<file path="src/rtl/sprite_pkg.sv">
// rtl/sprite_pkg.sv - shared constants and FSM state type for the sprite blitter
package sprite_pkg;

   localparam int SPR_W = 21;
   localparam int SPR_H = 21;
   localparam int SPR_N = SPR_W * SPR_H;
   localparam int SCR_W = 640;
   localparam int SCR_H = 480;

   localparam logic [11:0] KEY_COLOR = 12'h808;

   typedef enum logic [1:0] {
      S_IDLE,
      S_DRAW,
      S_DRAIN,
      S_DONE
   } blit_state_t;

endpackage

</file>
<file path="src/rtl/sprite_addr_gen.sv">
// rtl/sprite_addr_gen.sv - sprite row/col walker and ROM address, mirror mux under SPRITE_FLIP_EN
module sprite_addr_gen
   import sprite_pkg::*;
(
   input  logic       Clk,
   input  logic       Reset,
   input  logic       i_clear,
   input  logic       i_step,
   input  logic       i_flip,
   output logic [4:0] o_row,
   output logic [4:0] o_col,
   output logic       o_last,
   output logic [8:0] o_rom_addr
);

   logic [4:0] r_row;
   logic [4:0] r_col;
   logic       w_col_wrap;
   logic       w_row_wrap;
   logic [4:0] w_src_col;

   assign w_col_wrap = (r_col == 5'(SPR_W - 1));
   assign w_row_wrap = (r_row == 5'(SPR_H - 1));

   // Both counters return to zero after the final pixel so the next draw starts clean.
   always_ff @(posedge Clk or posedge Reset) begin
      if (Reset) begin
         r_row <= '0;
         r_col <= '0;
      end else if (i_clear) begin
         r_row <= '0;
         r_col <= '0;
      end else if (i_step) begin
         if (w_col_wrap) begin
            r_col <= '0;
            r_row <= w_row_wrap ? 5'd0 : r_row + 5'd1;
         end else begin
            r_col <= r_col + 5'd1;
         end
      end
   end

`ifdef SPRITE_FLIP_EN
   logic r_flip;

   always_ff @(posedge Clk or posedge Reset) begin
      if (Reset) begin
         r_flip <= 1'b0;
      end else if (i_clear) begin
         r_flip <= i_flip;
      end
   end

   assign w_src_col = r_flip ? (5'(SPR_W - 1) - r_col) : r_col;
`else
   logic w_unused_flip;

   assign w_unused_flip = i_flip;
   assign w_src_col     = r_col;
`endif

   assign o_row      = r_row;
   assign o_col      = r_col;
   assign o_last     = w_col_wrap && w_row_wrap;
   assign o_rom_addr = 9'(r_row) * 9'(SPR_W) + 9'(w_src_col);

endmodule

</file>
<file path="src/rtl/sprite_blitter.sv">
// rtl/sprite_blitter.sv - draws a keyed, clipped 21x21 sprite into the frame buffer; SPRITE_FLIP_EN enables mirroring
module sprite_blitter
   import sprite_pkg::*;
(
   input  logic        Clk,
   input  logic        Reset,
   input  logic        start,
   input  logic [10:0] sprite_x,
   input  logic [10:0] sprite_y,
   input  logic        flip,
   output logic        busy,
   output logic        done,
   output logic [8:0]  rom_addr,
   input  logic [11:0] rom_color,
   output logic        fb_we,
   output logic [18:0] fb_addr,
   output logic [11:0] fb_data,
   input  logic        fb_ready
);

   blit_state_t r_state;
   blit_state_t w_next;

   logic [10:0] r_x;
   logic [10:0] r_y;
   logic        r_fb_we;
   logic [18:0] r_fb_addr;
   logic [11:0] r_fb_data;

   logic        w_accept;
   logic        w_stall;
   logic        w_step;
   logic        w_last;
   logic [4:0]  w_row;
   logic [4:0]  w_col;
   logic signed [11:0] w_sx;
   logic signed [11:0] w_sy;
   logic        w_in_x;
   logic        w_in_y;
   logic        w_visible;
   logic [18:0] w_pix_addr;

   assign w_accept = (r_state == S_IDLE) && start;
   assign w_stall  = r_fb_we && !fb_ready;
   assign w_step   = (r_state == S_DRAW) && !w_stall;

   sprite_addr_gen u_addr_gen (
      .Clk        (Clk),
      .Reset      (Reset),
      .i_clear    (w_accept),
      .i_step     (w_step),
      .i_flip     (flip),
      .o_row      (w_row),
      .o_col      (w_col),
      .o_last     (w_last),
      .o_rom_addr (rom_addr)
   );

   always_ff @(posedge Clk or posedge Reset) begin
      if (Reset) begin
         r_x <= '0;
         r_y <= '0;
      end else if (w_accept) begin
         r_x <= sprite_x;
         r_y <= sprite_y;
      end
   end

   // 12-bit signed screen coordinates; negative or past-the-edge pixels are clipped.
   assign w_sx      = $signed({r_x[10], r_x}) + $signed({7'd0, w_col});
   assign w_sy      = $signed({r_y[10], r_y}) + $signed({7'd0, w_row});
   assign w_in_x    = !w_sx[11] && (w_sx[10:0] < 11'(SCR_W));
   assign w_in_y    = !w_sy[11] && (w_sy[10:0] < 11'(SCR_H));
   assign w_visible = (rom_color != KEY_COLOR) && w_in_x && w_in_y;
   assign w_pix_addr = 19'(w_sy[8:0]) * 19'(SCR_W) + 19'(w_sx[9:0]);

   always_ff @(posedge Clk or posedge Reset) begin
      if (Reset) begin
         r_state <= S_IDLE;
      end else begin
         r_state <= w_next;
      end
   end

   always_comb begin
      w_next = r_state;
      case (r_state)
         S_IDLE:  if (start) w_next = S_DRAW;
         S_DRAW:  if (w_step && w_last) w_next = S_DRAIN;
         S_DRAIN: if (!w_stall) w_next = S_DONE;
         S_DONE:  w_next = S_IDLE;
         default: w_next = S_IDLE;
      endcase
   end

   // Address/data only reload for visible pixels; fb_we alone marks validity.
   always_ff @(posedge Clk or posedge Reset) begin
      if (Reset) begin
         r_fb_we   <= 1'b0;
         r_fb_addr <= '0;
         r_fb_data <= '0;
      end else if (w_step) begin
         r_fb_we <= w_visible;
         if (w_visible) begin
            r_fb_addr <= w_pix_addr;
            r_fb_data <= rom_color;
         end
      end else if ((r_state == S_DRAIN) && !w_stall) begin
         r_fb_we <= 1'b0;
      end
   end

   assign busy    = (r_state != S_IDLE);
   assign done    = (r_state == S_DONE);
   assign fb_we   = r_fb_we;
   assign fb_addr = r_fb_addr;
   assign fb_data = r_fb_data;

endmodule

</file>
<file path="config.mk">
export PLATFORM = sky130hd
export DESIGN_NAME = sprite_blitter
export DESIGN_NICKNAME = d
export VERILOG_FILES = /design/src/rtl/sprite_pkg.sv /design/src/rtl/sprite_addr_gen.sv /design/src/rtl/sprite_blitter.sv
export SDC_FILE = /design/constraint.sdc
export NUM_CORES = 1
export LEC_CHECK = 0
export BUFFER_PORTS_ARGS = -buffer_cell sky130_fd_sc_hd__buf_2
export CAP_MARGIN = 20
export CELL_PAD_IN_SITES_DETAIL_PLACEMENT = 1
export CELL_PAD_IN_SITES_GLOBAL_PLACEMENT = 1
export CORE_AREA = 2 2 110 112
export CTS_BUF_LIST = sky130_fd_sc_hd__clkbuf_4
export CTS_CLUSTER_SIZE = 14
export DETAILED_ROUTE_END_ITERATION = 10
export DIE_AREA = 0 0 112 114
export PLACE_DENSITY_LB_ADDON = 0.12
export SYNTH_ARGS = -nofsm -noshare
export SYNTH_HDL_FRONTEND = slang
export SYNTH_SLANG_ARGS = --single-unit
</file>
<file path="constraint.sdc">
create_clock -name Clk -period 3.9 [get_ports Clk]
set_clock_uncertainty 0.15 [all_clocks]
set_input_delay 0.78 -clock Clk [delete_from_list [all_inputs] [get_ports Clk]]
set_output_delay 0.78 -clock Clk [all_outputs]
set_load 0.02 [all_outputs]
</file>
======== Word-level counts from Yosys, hierarchy flattened ========
Cells that the tools add are included.
storage, ports and cells
  register bits after elaboration ......... 66
  output and inout bits ................... 43
  word-level logic and storage cells ...... 62
cells by class
  add/subtract/negate cells ............... 6
  $mul .................................... 2
  magnitude comparators ................... 2
  equal/unequal tests ..................... 9
  multiplexer cells ....................... 13
  reduce and logical (&&, ||, !) cells .... 22
operator list
  operator                                                       count
  two-way mux 5 bit                                              7
  adder 11 x 6 -> 12 bit                                         2
  adder 19 x 10 -> 19 bit                                        1
  multiplier 9 x 3 -> 12 bit (second input constant)             1
  inequality test 12 bit (second input constant)                 1
  less-than comparator 11 x 10 -> 1 bit (second input constant)  1
  less-than comparator 11 x 9 -> 1 bit (second input constant)   1
  adder 5 x 1 -> 5 bit (second input constant)                   2
  == test 5 bit (second input constant)                          2
  logical AND 1 bit                                              10
  adder 9 x 5 -> 9 bit                                           1
  multiplier 5 x 5 -> 9 bit (second input constant)              1
  case mux 2 bit (4 select lines)                                1
  nonzero test 2 bit                                             4
  two-way mux 2 bit                                              3
  == test 2 bit (second input constant)                          2
  logical NOT 1 bit                                              4
  inequality test 2 bit (second input constant)                  2
  AND reduction 2 bit                                            2
  AND reduction 3 bit                                            1
  == test 2 x 1 -> 1 bit (second input constant)                 1
  logical NOT 2 bit                                              1
  two-way mux 1 bit                                              2
  inequality test 2 x 1 -> 1 bit (second input constant)         1

======== Longest topological paths before layout ========
  depth after elaboration ................. 7
  mapped depth ............................ 16
  mapped depth without buffers ............ 16

======== Hierarchy ========
From an unflattened synthesis, not the netlist that was laid out.
second synthesis, totals
  cells, all modules ...................... 447
  area total of the unflattened synthesis .. 4878.4 sq um
by module, submodules not included
  module           instances  cells each  area each (sq um)  seq. area each (sq um)
  sprite_blitter   1          326         3693.5             1401.3
  sprite_addr_gen  1          121         1184.9             250.2

======== Least setup slack after synthesis ========
No wires, ideal clock.
  path kind ............................... register -> register
  from .................................... reg u_addr_gen.r_row[0], in the netlist u_addr_gen.o_row[0]
  to ...................................... reg r_fb_addr[17], in the netlist fb_addr[17]
  setup time .............................. 0.125 ns
  arrival ................................. 3.978 ns
  required time ........................... 3.625 ns
  setup slack ............................. -0.353 ns
  stages on the path, launching flop included .. 17
  buffers on the path ..................... 0
  period minus slack after synthesis ...... 4.253 ns
  path through ............................ dfrtp_1 -> ha_1 -> inv_1 -> fa_1 -> nand2b_1 -> a21oi_1 -> o21ai_0 -> xor2_1 -> xor2_1 -> ha_1 -> a211o_1 -> o21ai_0 -> xnor2_1 -> or3b_2 -> nor4bb_1 -> xnor2_1 -> mux2_4
between the ends
  longest elaborated chain between the ends .. 5
  elaborated cells on any way between the ends .. 8
  those cells by class .................... 2 x add/sub; 1 x mul; 1 x order compare; 4 x reduce/logical
RTL lines
  item                                                             RTL line               source
  start, declared                                                  sprite_addr_gen.sv:16  logic [4:0] r_row;
  start signal, assigned                                           sprite_addr_gen.sv:36  r_row <= w_row_wrap ? 5'd0 : r_row + 5'd1;
  adder 11 x 6 -> 12 bit *                                         sprite_blitter.sv:71   assign w_sy = $signed({r_y[10], r_y}) + $signed({7'd0, w_row});
  branches (longest 4 deep; another with adder 19 x 10 -> 19 bit)  -
  end signal, assigned                                             sprite_blitter.sv:105  r_fb_addr <= w_pix_addr;
  end, declared                                                    sprite_blitter.sv:27   logic [18:0] r_fb_addr;
Mark *: on every way between the ends.
A chain may end at the register's enable or synchronous reset.

======== Worst setup path in the final report ========
  from .................................... reg u_addr_gen.r_col[4], in the netlist u_addr_gen.o_col[4]
  to ...................................... out rom_addr[8]
between the ends
  longest elaborated chain between the ends .. 1
RTL lines
  item                    RTL line               source
  start, declared         sprite_addr_gen.sv:17  logic [4:0] r_col;
  start signal, assigned  sprite_addr_gen.sv:38  r_col <= r_col + 5'd1;
  adder 9 x 5 -> 9 bit    sprite_addr_gen.sv:65  assign o_rom_addr = 9'(r_row) * 9'(SPR_W) + 9'(w_src_col);
  end, declared           sprite_blitter.sv:13   output logic [8:0] rom_addr,
No other way between the ends.

==> results.toml <==
[timing]
finalWorstSetupSlack_ps = -300
post-route-min-period_ps = 4200
max_freq_ghz = 0.238
tightest_slew_ps = 951
hold_viol = 0
setup_viol = 5
slew_headroom = 0.365
drv_slew = 0
period_share = 1.08
grt_setup_unrepaired = "yes"

[floorplanning]
core-area_um2 = 11700
io-pin-count = 82
start_util = 0.409
rows = 40
die_x_um = 112
die_height_um = 114
dieArea_um2 = 12800

[synth]
avgSynthCellArea_um2 = 10.7
syn-instance-count = 447
synthDistinctLibCells = 57
synth_warnings = 0
synth_seq_cells = 66
ys_async_sr_fraction = 1.00
synthFlopType = "dfrtp_1"
synth-seq-area-share = 0.344
synth_edf_count = 0
syn_nets = 550
synth_area_um2 = 4790

[cts]
cts_tree = "yes"
ctsHoldBuffers = 0
cts_htree_levels = 3
max-clock-path-buffers = 2
clk_latency_ps = 450
cts-root-buf = "clkbuf_4"
cts_made_buffers = 9
clkTransAtPathRegs_ps = 120
clkSinkCount = 66

[global_route]
grt_use_total = 0.185
grt_max_degree = 45
grt_pass1_vias = 4091
grt.overflow.total = 0
grt_first_pass_wirelength_um = 19000
antenna_found_initial = 0

[power]
swShare = 0.407
pwr-share-seq = 0.252
p_leak_nw = 3.24
pwr-share-clk = 0.143
p_sw_mw = 1.38
internal-power_mw = 2.01
worst_ir_drop_vdd_v = 0.000891
combPwrFrac = 0.606
powerDensity_nw_per_um2 = 513
finalPower_mw = 3.39

[route]
drt_first_pass_iters = 4
drt-total-wl_um = 12000
drt_iter0_drc = 108
via_per_inst = 5.15
num_vias = 3861
drc = 0
postRouteAntennaNets = 0
avgRoutedWirePerCell_um = 16.0

[worst_setup_path]
crit_arrival_ps = 3270
required_ps = 2970
crit_path_start_kind = "flip-flop"
critPathMaxFanout = 3
crit_type = "reg2out"
cp-end-kind = "output port"

[cells_and_area]
final_cell_mix = "buf_2 (76), buf_4 (67), dfrtp_1 (63)"
final_cells = 750
areaGrowthSynthToFinish_pct = 37.6
layout-drive-gt1-share = 0.507
final_common_cell = "buf_2"
final_nets = 701
num_antenna_cells = 0

[min_path]
worstHoldPathType = "reg2reg"

[placement]
gp_congestion = 0.819
io_buffers = 80
dpl_worst_slack_ps = -128
placed_cells = 714
place_hpwl_um = 8720

[status]
violations = "negative setup slack"
status = "finished with violations"

[flow_run]
cap_viol_max_count = 0
-- final cells by class --
| class | instances | area [um^2] |
|---|---|---|
| Inverter | 40 | 150 |
| Fill cell | 1302 | 5110 |
| Sequential cell | 66 | 1660 |
| Timing Repair Buffer | 151 | 982 |
| Clock buffer | 9 | 67.6 |
| Tap cell | 147 | 184 |
| Clock inverter | 7 | 77.6 |
| Multi-Input combinational cell | 330 | 3480 |
-- Yosys cell counts, drive strengths merged, types with 2 or more instances --
cell     instances  share of area
nand4b           2         0.0037
clkbuf           5         0.0039
inv             40          0.031
a21oi           18          0.020
nor2            23          0.018
nand2           21          0.016
nor2b            3         0.0039
fa               8          0.033
o2111ai          2         0.0037
and4b            2         0.0044
nand2b           4         0.0052
o31ai            2         0.0031
xor2            16          0.029
a21o             3         0.0047
nand4            2         0.0026
mux2i            3         0.0063
nand3           15          0.017
a211oi           3         0.0047
o21a             2         0.0031
o21bai           3         0.0047
a31oi            2         0.0026
o211ai           6          0.010
nor4bb           2         0.0042
mux2            53           0.15
o21ai           22          0.023
nor4             4         0.0052
buf              6         0.0094
a211o            2         0.0037
and3             2         0.0026
xnor2           25          0.046
ha              56           0.15
dfrtp           66           0.34
or2              2         0.0026
nor3             6         0.0063
-- worst paths after layout --
| path | start | to | slack [ps] | cells past startpoint |
|---|---|---|---|---|
| worst max register to register | u_addr_gen.o_row[0] | fb_addr[17] | -90 | 17 |
| worst max-delay path | u_addr_gen.o_col[4] | rom_addr[8] | -300 | 13 |
| worst min register to register | fb_addr[16] | fb_addr[16] | 370 | 1 |
| max in group asynchronous | Reset | r_state[0] | 2440 | 3 |
| min in group asynchronous | Reset | fb_data[2] | 390 | 2 |
| worst min-delay path | fb_addr[16] | fb_addr[16] | 370 | 1 |
-- layer usage --
| metal | vias up | track usage | part of all wire |
|---|---|---|---|
| met5 | - | 0 | 0 |
| met4 | 0 | 0.0626 | 0.018 |
| met3 | 17 | 0.0425 | 0.037 |
| met2 | 64 | 0.333 | 0.54 |
| met1 | 1895 | 0.218 | 0.40 |
| li1 | 1885 | - | - |
-- worst max-delay path: stages, from the launching register on --
cell and delay, ps:
dfrtp_2 460, ha_1 330, ha_4 270, inv_2 30, fa_1 540, inv_2 60
ha_4 230, a21oi_4 140, nor2_1 50, nor2_1 120, o21bai_1 110, a21oi_1 160
xnor2_1 130, buf_2 180
-- sequential cells by signal (all words and copies together) (netlist names) --
| register | flops |
|---|---|
| fb_addr | 19 |
| fb_data | 12 |
| fb_we | 1 |
| r_state | 2 |
| r_x | 11 |
| r_y | 11 |
| u_addr_gen.o_col | 5 |
| u_addr_gen.o_row | 5 |
-- logic make-up (layout without fill, tap and decap cells) --
logic type | count (synthesis) | in the layout | share of synthesized area
mux | 56 | 56 | 0.152
flops | 66 | 66 | 0.344
compound gates | 72 | 72 | 0.0976
buf+inv | 51 | 207 | 0.0446
simple gates | 97 | 97 | 0.107
fa+ha+maj | 64 | 64 | 0.180
xor+xnor | 41 | 41 | 0.0749
-- power groups by stage --
stage | Combinational, mW | Clock, mW | Sequential, mW
after floorplan | 0.910 | 0 | 0.952
after global placement | 1.46 | 0 | 0.858
after detailed placement | 1.51 | 0 | 0.864
after CTS | 1.80 | 0.506 | 0.849
after global routing | 2.23 | 0.536 | 0.863
final | 2.05 | 0.484 | 0.851
-- per-stage QoR --
stage / TNS [ps] / utilization / cell area, um^2 / hold WS, ps
after floorplan: -70.8 / - / 4940 / 336
after global placement: -124 / 0.499 / 5850 / 335
after detailed placement: -226 / 0.499 / 5850 / 340
after CTS: -1030 / 0.538 / 6300 / 349
after global routing: -2030 / 0.563 / 6600 / 370
final: -1000 / 0.563 / 6600 / 368
-- what timing repair did --
item	CTS	global route
pin swaps	26	36
buffers inserted	13	12
endpoints found under the hold margin	0	0
setup endpoints to repair	8	9
resized for setup	34	51
Note: power is estimated with default switching activity, not from simulation.
